$ cat src/rtl/mem_wb_stage_pkg.sv
// Shared core types for the MEM->WB boundary: default widths, write-back entry layout, x0 constant.
// Combinational helpers only; no state, no latency, no backpressure.
package mem_wb_stage_pkg;

  localparam int XLEN_DEF       = 32;
  localparam int REG_ADDR_W_DEF = 5;
  localparam int CNT_W_DEF      = 64;

  typedef struct packed {
    logic [REG_ADDR_W_DEF-1:0] addr;
    logic [XLEN_DEF-1:0]       data;
    logic                      wen;
  } wb_entry_t;

  localparam logic [REG_ADDR_W_DEF-1:0] REG_ZERO = '0;

  // A write reaches the register file only from a held entry targeting a real register.
  function automatic logic wb_gate(input logic valid, input logic wen, input logic addr_nonzero);
    return valid & wen & addr_nonzero;
  endfunction

endpackage

$ cat src/rtl/mem_wb_stage_skid_buf2.sv
// Generic 2-entry valid/ready skid buffer with synchronous flush; main entry drives the outputs.
// Latency 1 cycle; in_ready comes straight from the skid valid flop, so no comb ready path.
module mem_wb_stage_skid_buf2 #(
  parameter int W = 8
) (
  input  logic         clk,
  input  logic         rst,
  input  logic         flush,
  input  logic         in_valid,
  output logic         in_ready,
  input  logic [W-1:0] in_data,
  output logic         out_valid,
  input  logic         out_ready,
  output logic [W-1:0] out_data
);

  logic         m_valid;
  logic         s_valid;
  logic [W-1:0] m_data;
  logic [W-1:0] s_data;
  logic         accept;
  logic         drain;

  assign in_ready  = ~s_valid;
  assign out_valid = m_valid;
  assign out_data  = m_data;
  assign accept    = in_valid & in_ready;
  assign drain     = m_valid & out_ready;

  always_ff @(posedge clk or posedge rst) begin
    if (rst) begin
      m_valid <= 1'b0;
      s_valid <= 1'b0;
      m_data  <= '0;
      s_data  <= '0;
    end else if (flush) begin
      m_valid <= 1'b0;
      s_valid <= 1'b0;
    end else if (drain) begin
      if (s_valid) begin
        // in_ready is low here, so no accept can collide with the S->M move
        m_data  <= s_data;
        s_valid <= 1'b0;
      end else if (accept) begin
        m_data  <= in_data;
      end else begin
        m_valid <= 1'b0;
      end
    end else if (!m_valid) begin
      if (accept) begin
        m_data  <= in_data;
        m_valid <= 1'b1;
      end
    end else if (accept) begin
      s_data  <= in_data;
      s_valid <= 1'b1;
    end
  end

endmodule

$ cat src/rtl/mem_wb_stage.sv
// MEM->WB pipeline stage: skid-buffered handshake, flush, x0 write suppression, forwarding tap.
// Latency 1 cycle; WB stall fills the skid entry, then in_ready drops. MEM_WB_PERF_EN adds retire_cnt_o.
module mem_wb_stage
  import mem_wb_stage_pkg::*;
#(
  parameter int XLEN       = XLEN_DEF,
  parameter int REG_ADDR_W = REG_ADDR_W_DEF,
  parameter int CNT_W      = CNT_W_DEF
) (
  input  logic                  clk,
  input  logic                  rst,
  input  logic                  flush_i,
  input  logic                  in_valid_i,
  output logic                  in_ready_o,
  input  logic [REG_ADDR_W-1:0] rd_addr_i,
  input  logic [XLEN-1:0]       rd_data_i,
  input  logic                  rd_wen_i,
  output logic                  out_valid_o,
  input  logic                  out_ready_i,
  output logic [REG_ADDR_W-1:0] rd_addr_o,
  output logic [XLEN-1:0]       rd_data_o,
  output logic                  rd_wen_o,
  output logic                  fwd_valid_o,
  output logic [REG_ADDR_W-1:0] fwd_addr_o,
  output logic [XLEN-1:0]       fwd_data_o
`ifdef MEM_WB_PERF_EN
  ,
  output logic [CNT_W-1:0]      retire_cnt_o
`endif
);

  localparam int PW = REG_ADDR_W + XLEN + 1;

  if (XLEN < 1 || REG_ADDR_W < 1 || CNT_W < 1) begin : g_bad_param
    $error("mem_wb_stage: XLEN, REG_ADDR_W and CNT_W must all be >= 1");
  end

  logic [PW-1:0] in_pay;
  logic [PW-1:0] out_pay;
  logic          m_wen;

  assign in_pay = {rd_addr_i, rd_data_i, rd_wen_i};

  mem_wb_stage_skid_buf2 #(
    .W (PW)
  ) u_skid_buf2 (
    .clk       (clk),
    .rst       (rst),
    .flush     (flush_i),
    .in_valid  (in_valid_i),
    .in_ready  (in_ready_o),
    .in_data   (in_pay),
    .out_valid (out_valid_o),
    .out_ready (out_ready_i),
    .out_data  (out_pay)
  );

  assign {rd_addr_o, rd_data_o, m_wen} = out_pay;

  // Payload stays visible when empty; only the write enable is qualified.
  assign rd_wen_o = wb_gate(out_valid_o, m_wen, rd_addr_o != REG_ADDR_W'(REG_ZERO));

  assign fwd_valid_o = rd_wen_o;
  assign fwd_addr_o  = rd_addr_o;
  assign fwd_data_o  = rd_data_o;

`ifdef MEM_WB_PERF_EN
  logic drain;

  // A drain in the flush cycle was consumed by WB, so it still retires.
  assign drain = out_valid_o & out_ready_i;

  always_ff @(posedge clk or posedge rst) begin
    if (rst) begin
      retire_cnt_o <= '0;
    end else if (drain) begin
      retire_cnt_o <= retire_cnt_o + 1'b1;
    end
  end
`endif

endmodule
$ cat config.mk
export PLATFORM = sky130hd
export DESIGN_NAME = mem_wb_stage
export DESIGN_NICKNAME = d
export VERILOG_FILES = /design/src/rtl/mem_wb_stage_pkg.sv /design/src/rtl/mem_wb_stage_skid_buf2.sv /design/src/rtl/mem_wb_stage.sv
export SDC_FILE = /design/constraint.sdc
export NUM_CORES = 1
export LEC_CHECK = 0
export BUFFER_PORTS_ARGS = -buffer_cell sky130_fd_sc_hd__buf_2
export CORE_MARGIN = 1.5
export CORE_UTILIZATION = 55
export DETAILED_ROUTE_END_ITERATION = 6
export PLACE_DENSITY = 0.87
export SLEW_MARGIN = 20
export SYNTH_ARGS = -nofsm -noshare
export SYNTH_HDL_FRONTEND = slang
export SYNTH_SLANG_ARGS = --single-unit
$ cat constraint.sdc
create_clock -name clk -period 4.3 [get_ports clk]
set_input_delay 0.215 -clock clk [delete_from_list [all_inputs] [get_ports clk]]
set_output_delay 0.215 -clock clk [all_outputs]
set_load 0.01 [all_outputs]
* Word-level counts from Yosys, hierarchy flattened
Index checks and enable logic that the tools add are counted.
** Storage, ports and cells
- Logic and storage cells :: 35
- Bits of input ports :: 43
- Output and inout bits :: 78
- Flip-flop bits (word level) :: 78
** Operators by class
- Bitwise gates (word level) :: 7
- Mux-type cells :: 14
- Reductions and logical operators :: 7
- Equality and inequality tests :: 3
** Operators by type and width (number)
- 38-bit two-way mux :: 4
- 1-bit two-way mux :: 10
- 3-bit inequality test (second input constant) :: 2
- 2-bit AND reduction :: 3
- 3-bit nonzero test :: 2
- 5-bit nonzero test :: 1
- 1-bit AND :: 4
- 4-bit AND reduction :: 1
- 1-bit inverter :: 3
- 2-bit inequality test (second input constant) :: 1

* Longest topological paths before layout
- Depth after elaboration :: 6
- Depth in mapped cells :: 5
- Gate-level depth less buffers :: 3

* Cells and area by module
A second synthesis with hierarchy kept.
** Unflattened totals
- Cell total of the unflattened synthesis :: 321
- Area total of the unflattened synthesis :: 3937.5 um2
** By module, submodules not included
- mem_wb_stage_skid_buf2 :: times used 1, area each 3636.0 um2, seq. area each 1951.9 um2, cells an instance 281
- mem_wb_stage :: times used 1, area each 301.5 um2, seq. area each 0.0 um2, cells an instance 40

* Worst setup path after synthesis
No wires, ideal clock.
- Kind :: flip-flop to flip-flop
- From :: register u_skid_buf2.s_valid
- To :: register u_skid_buf2.s_data[10]
- Arrival :: 1.662 ns
- Cell stages (with the launch flop) :: 6
- Required time :: 4.173 ns
- Setup time :: 0.127 ns
- Slack :: 2.511 ns
- Period minus slack after synthesis :: 1.789 ns
- Buffers on the path :: 2
- Path through :: dfrtp_1 > or3b_1 > nor3b_2 > buf_4 > buf_8 > mux2_1
** Between the ends
- Cells in the longest elaborated chain, start to end :: 3
** RTL lines
- start, declared :: RTL line mem_wb_stage_skid_buf2.sv:18 : logic s_valid;
- start signal, assigned :: RTL line mem_wb_stage_skid_buf2.sv:33 : s_valid <= 1'b0;
- start signal, assigned :: RTL line mem_wb_stage_skid_buf2.sv:38 : s_valid <= 1'b0;
- start signal, assigned :: RTL line mem_wb_stage_skid_buf2.sv:43 : s_valid <= 1'b0;
- 1-bit inverter :: RTL line mem_wb_stage_skid_buf2.sv:24 : assign in_ready = ~s_valid;
- 1-bit AND :: RTL line mem_wb_stage_skid_buf2.sv:27 : assign accept = in_valid & in_ready;
- 4-bit AND reduction (no source line)
- end signal, assigned :: RTL line mem_wb_stage_skid_buf2.sv:55 : s_data <= in_data;
- end, declared :: RTL line mem_wb_stage_skid_buf2.sv:20 : logic [W-1:0] s_data;
Every way passes these cells.
A chain may end at the register's enable or synchronous reset.

* Final worst setup path
- From :: register u_skid_buf2.s_valid
- To :: register u_skid_buf2.s_data[0]
The elaborated chain is that of the path after synthesis.

==> metrics.yaml <==
power_and_ir_drop:
  p_int_uw: 1510
  comb_power_share_pct: 21.2
  ir_drop_mv: 0.243
  p_sw_share_pct: 27.6
  power_frac_seq_pct: 48.0
  power_switching_uw: 578
  p_per_area_nw_per_um2: 506
  leakagePower_uw: 0.00205
  p_clk_share_pct: 30.8
final_layout:
  area_delta_synth_final_pct: 8.46
  num-fill-cells: 570
  nets: 426
  finalNonFillerCells: 467
  drive_above_1_share_pct: 41.3
  diodes: 0
  final_cell_area_um2: 4140
sta:
  finalSetupTns_ns: 0
  finalSetupViolCount: 0
  max_freq_ghz: 0.394
  worst-slew-pin-transition_ns: 0.957
  finClkSkew_ns: 0.0109
  rsz0062_at_grt: "false"
  slew-limit-headroom_pct: 36.2
  timing.final.hold_violations: 0
  slew_viol_final: 0
  setup_slack_ns: 1.76
  fin_crit_sh_pct: 59.0
  min_period_ns: 2.54
global_routing:
  grt_max_degree: 79
  grt.busiest_layer: "met2"
  grt.total_usage_pct: 19.9
  overflow: 0
  use_met2_pct: 32.1
  met1_usage_pct: 26.4
  use_met3_pct: 5.43
  grt_pass1_wl_mm: 11.4
  antenna_found_initial: 0
  grt_pass1_vias: 2397
min_path:
  holdPathStages: 2
  hp-start: "flush_i"
  hp-class: "in -> reg"
  hold_end: "u_skid_buf2.out_valid$_DFFE_PP0P_"
setup_path:
  crit_type: "reg -> reg"
  crit_slowest_cell: "buf_4"
  path_max_fanout: 39
  reg2regPathDepth: 5
  cp-start-kind: "register"
  cp_slowest_stage_delay_ns: 0.46
  required_ns: 4.51
  crit_path_end_kind: "register"
  r2r-start: "u_skid_buf2.s_valid$_DFFE_PP0P_"
  crit_path_frequent_cell: "buf_4"
  crit_path_cell_trace: "or3b_1 -> buf_4 -> nor3b_4 -> buf_4 -> mux2_2"
  rrSetupSlack_ns: 1.76
  setup.worst_path.start: "u_skid_buf2.s_valid$_DFFE_PP0P_"
  cp.arrival_ns: 2.75
  reg2reg_to: "u_skid_buf2.s_data[0]$_DFFE_PP0P_"
route:
  drc: 0
  wl_mm: 7.15
  drtIter0Drc: 167
  avgRoutedWirePerCell_um: 15.3
  via_per_inst: 5.40
  num_vias: 2521
  drtAntennaViolNets: 0
  drt_first_pass_iters: 4
logic_synthesis:
  syn-cell-area_um2: 3820
  syn_nets: 385
  synthCells: 342
  synth.distinct_cells: 21
  syn_avg_cell_area_um2: 11.2
  seq_area_frac_synth_pct: 51.1
  synth-seq-cells: 78
  yosysWarnings: 0
run:
  drv_cap: 0
clock_tree:
  cts.sinks: 78
  cts_setup_buffers: 0
  ctsHoldBuffers: 0
  cts.clk_slew.worst_paths_ns: 0.07
  clockBufferDepth: 2
  cts_buffers: 9
  cts_root_buffer: "clkbuf_8"
  cts_resized: 0
  tritoncts: "done"
  clk_latency_ns: 0.34
  htree_levels: 3
placement:
  dp.cells: 452
  pre_cts_ws_ns: 1.79
  place_congestion: 0.772
  dp_hpwl_mm: 4.63
  place_area_um2: 3900
  io_buffers: 120
floorplanning:
  die_x_um: 86.3
  std_cell_rows: 30
  dieArea_um2: 7450
  initial_core_util_pct: 56.5
  die_h_um: 86.3
  boundaryPins: 121
  core_area_um2: 6760
run_status:
  status: "finished, final reports clean"
-- layout make-up --
class | count | area [um2] | area share [%]
clock buffers | 11 | 141 | 3.42
flip-flops and latches | 78 | 1950 | 47.2
multi-input cells | 128 | 1060 | 25.5
repair buffers | 125 | 638 | 15.4
clock inverters | 4 | 95.1 | 2.30
inverters | 41 | 155 | 3.75
well taps | 80 | 100 | 2.42
-- cells in the mapped netlist --
cell	n	area [um2]
dfrtp_1	78	1950
buf_4	76	571
a21oi_1	41	205
inv_1	41	154
o32ai_1	38	333
mux2_1	20	225
mux2_2	18	203
clkbuf_1	12	45.0
buf_1	3	11.3
buf_2	2	10.0
buf_8	2	30.0
nand2_1	2	7.51
a211o_1	1	8.76
a211oi_1	1	7.51
nand2b_1	1	6.26
nand4b_1	1	8.76
nor2b_1	1	6.26
nor3b_2	1	12.5
nor4_1	1	6.26
o21ai_0	1	5.00
or3b_1	1	8.76
-- logic make-up (layout without fill, tap and decap cells) --
kind of cell,after synthesis,count (layout),share of synthesized area [%]
buf+inv,136,181,21.5
compound gates,82,82,14.7
flops,78,78,51.1
mux,38,38,11.2
simple gates,8,8,1.48
-- worst max path at each step --
stage                                                     end  slack (ns)  cells past startpoint
final                       u_skid_buf2.s_data[0]$_DFFE_PP0P_        1.76                      5
after global placement      u_skid_buf2.s_data[7]$_DFFE_PP0P_        1.88                      5
after CTS                   u_skid_buf2.s_data[0]$_DFFE_PP0P_        1.77                      5
after detailed placement    u_skid_buf2.s_data[0]$_DFFE_PP0P_        1.79                      5
after floorplan           u_skid_buf2.out_data[0]$_DFFE_PP0P_        2.09                      1
after global routing       u_skid_buf2.s_data[37]$_DFFE_PP0P_        1.62                      5
-- critical path, delay by kind of cell, from the launching register on --
family        cells  cell delay [ns]
simple gates      2             0.82
buf+inv           2             0.74
flops             1             0.44
mux               1             0.39
-- flip-flops by register name, summed over array words and instances (netlist names) --
signal                 flops
u_skid_buf2.s_valid        1
u_skid_buf2.s_data        38
u_skid_buf2.out_data      38
u_skid_buf2.out_valid      1
-- metrics by stage --
step | util [%] | hold WS, ns | power (uW)
after CTS | 61.3 | 0.0697 | 2110
after global placement | 57.8 | 0.421 | 1440
final | 61.3 | 0.0827 | 2090
after floorplan | - | 0.278 | 1440
after global routing | 61.3 | 0.0706 | 2210
after detailed placement | 57.8 | 0.432 | 1470
-- cells in the final DEF (no fill, tap or decap) --
cell type	netlist	routed
buf_2	2	120
dfrtp_1	78	78
a21oi_1	41	41
inv_1	41	40
o32ai_1	38	38
mux2_1	20	20
mux2_2	18	18
clkbuf_8	0	10
buf_4	76	5
bufinv_16	0	3
nand2_1	2	2
clkinv_2	0	2
or3b_1	1	1
nor3b_4	0	1
nand2b_1	1	1
nor2b_4	0	1
a211o_1	1	1
nand4b_1	1	1
nor4_1	1	1
a211oi_1	1	1
o21ai_0	1	1
clkbuf_1	12	1
-- power groups by stage --
stage	logic, uW	registers (uW)	clock network, uW
final	444	1010	644
after global routing	492	1030	688
after CTS	450	1010	653
after detailed placement	448	1020	0
after global placement	433	1010	0
after floorplan	445	992	0
-- per-layer routing --
metal | part of all wire [%] | vias up | wire length [um]
met3 | 6.5 | 10 | 465
met1 | 45 | 1229 | 3180
met4 | 1.0 | 0 | 73
met2 | 48 | 94 | 3430
li1 | - | 1188 | -
met5 | 0 | - | 0
Note: power is estimated with default switching activity, not from simulation.
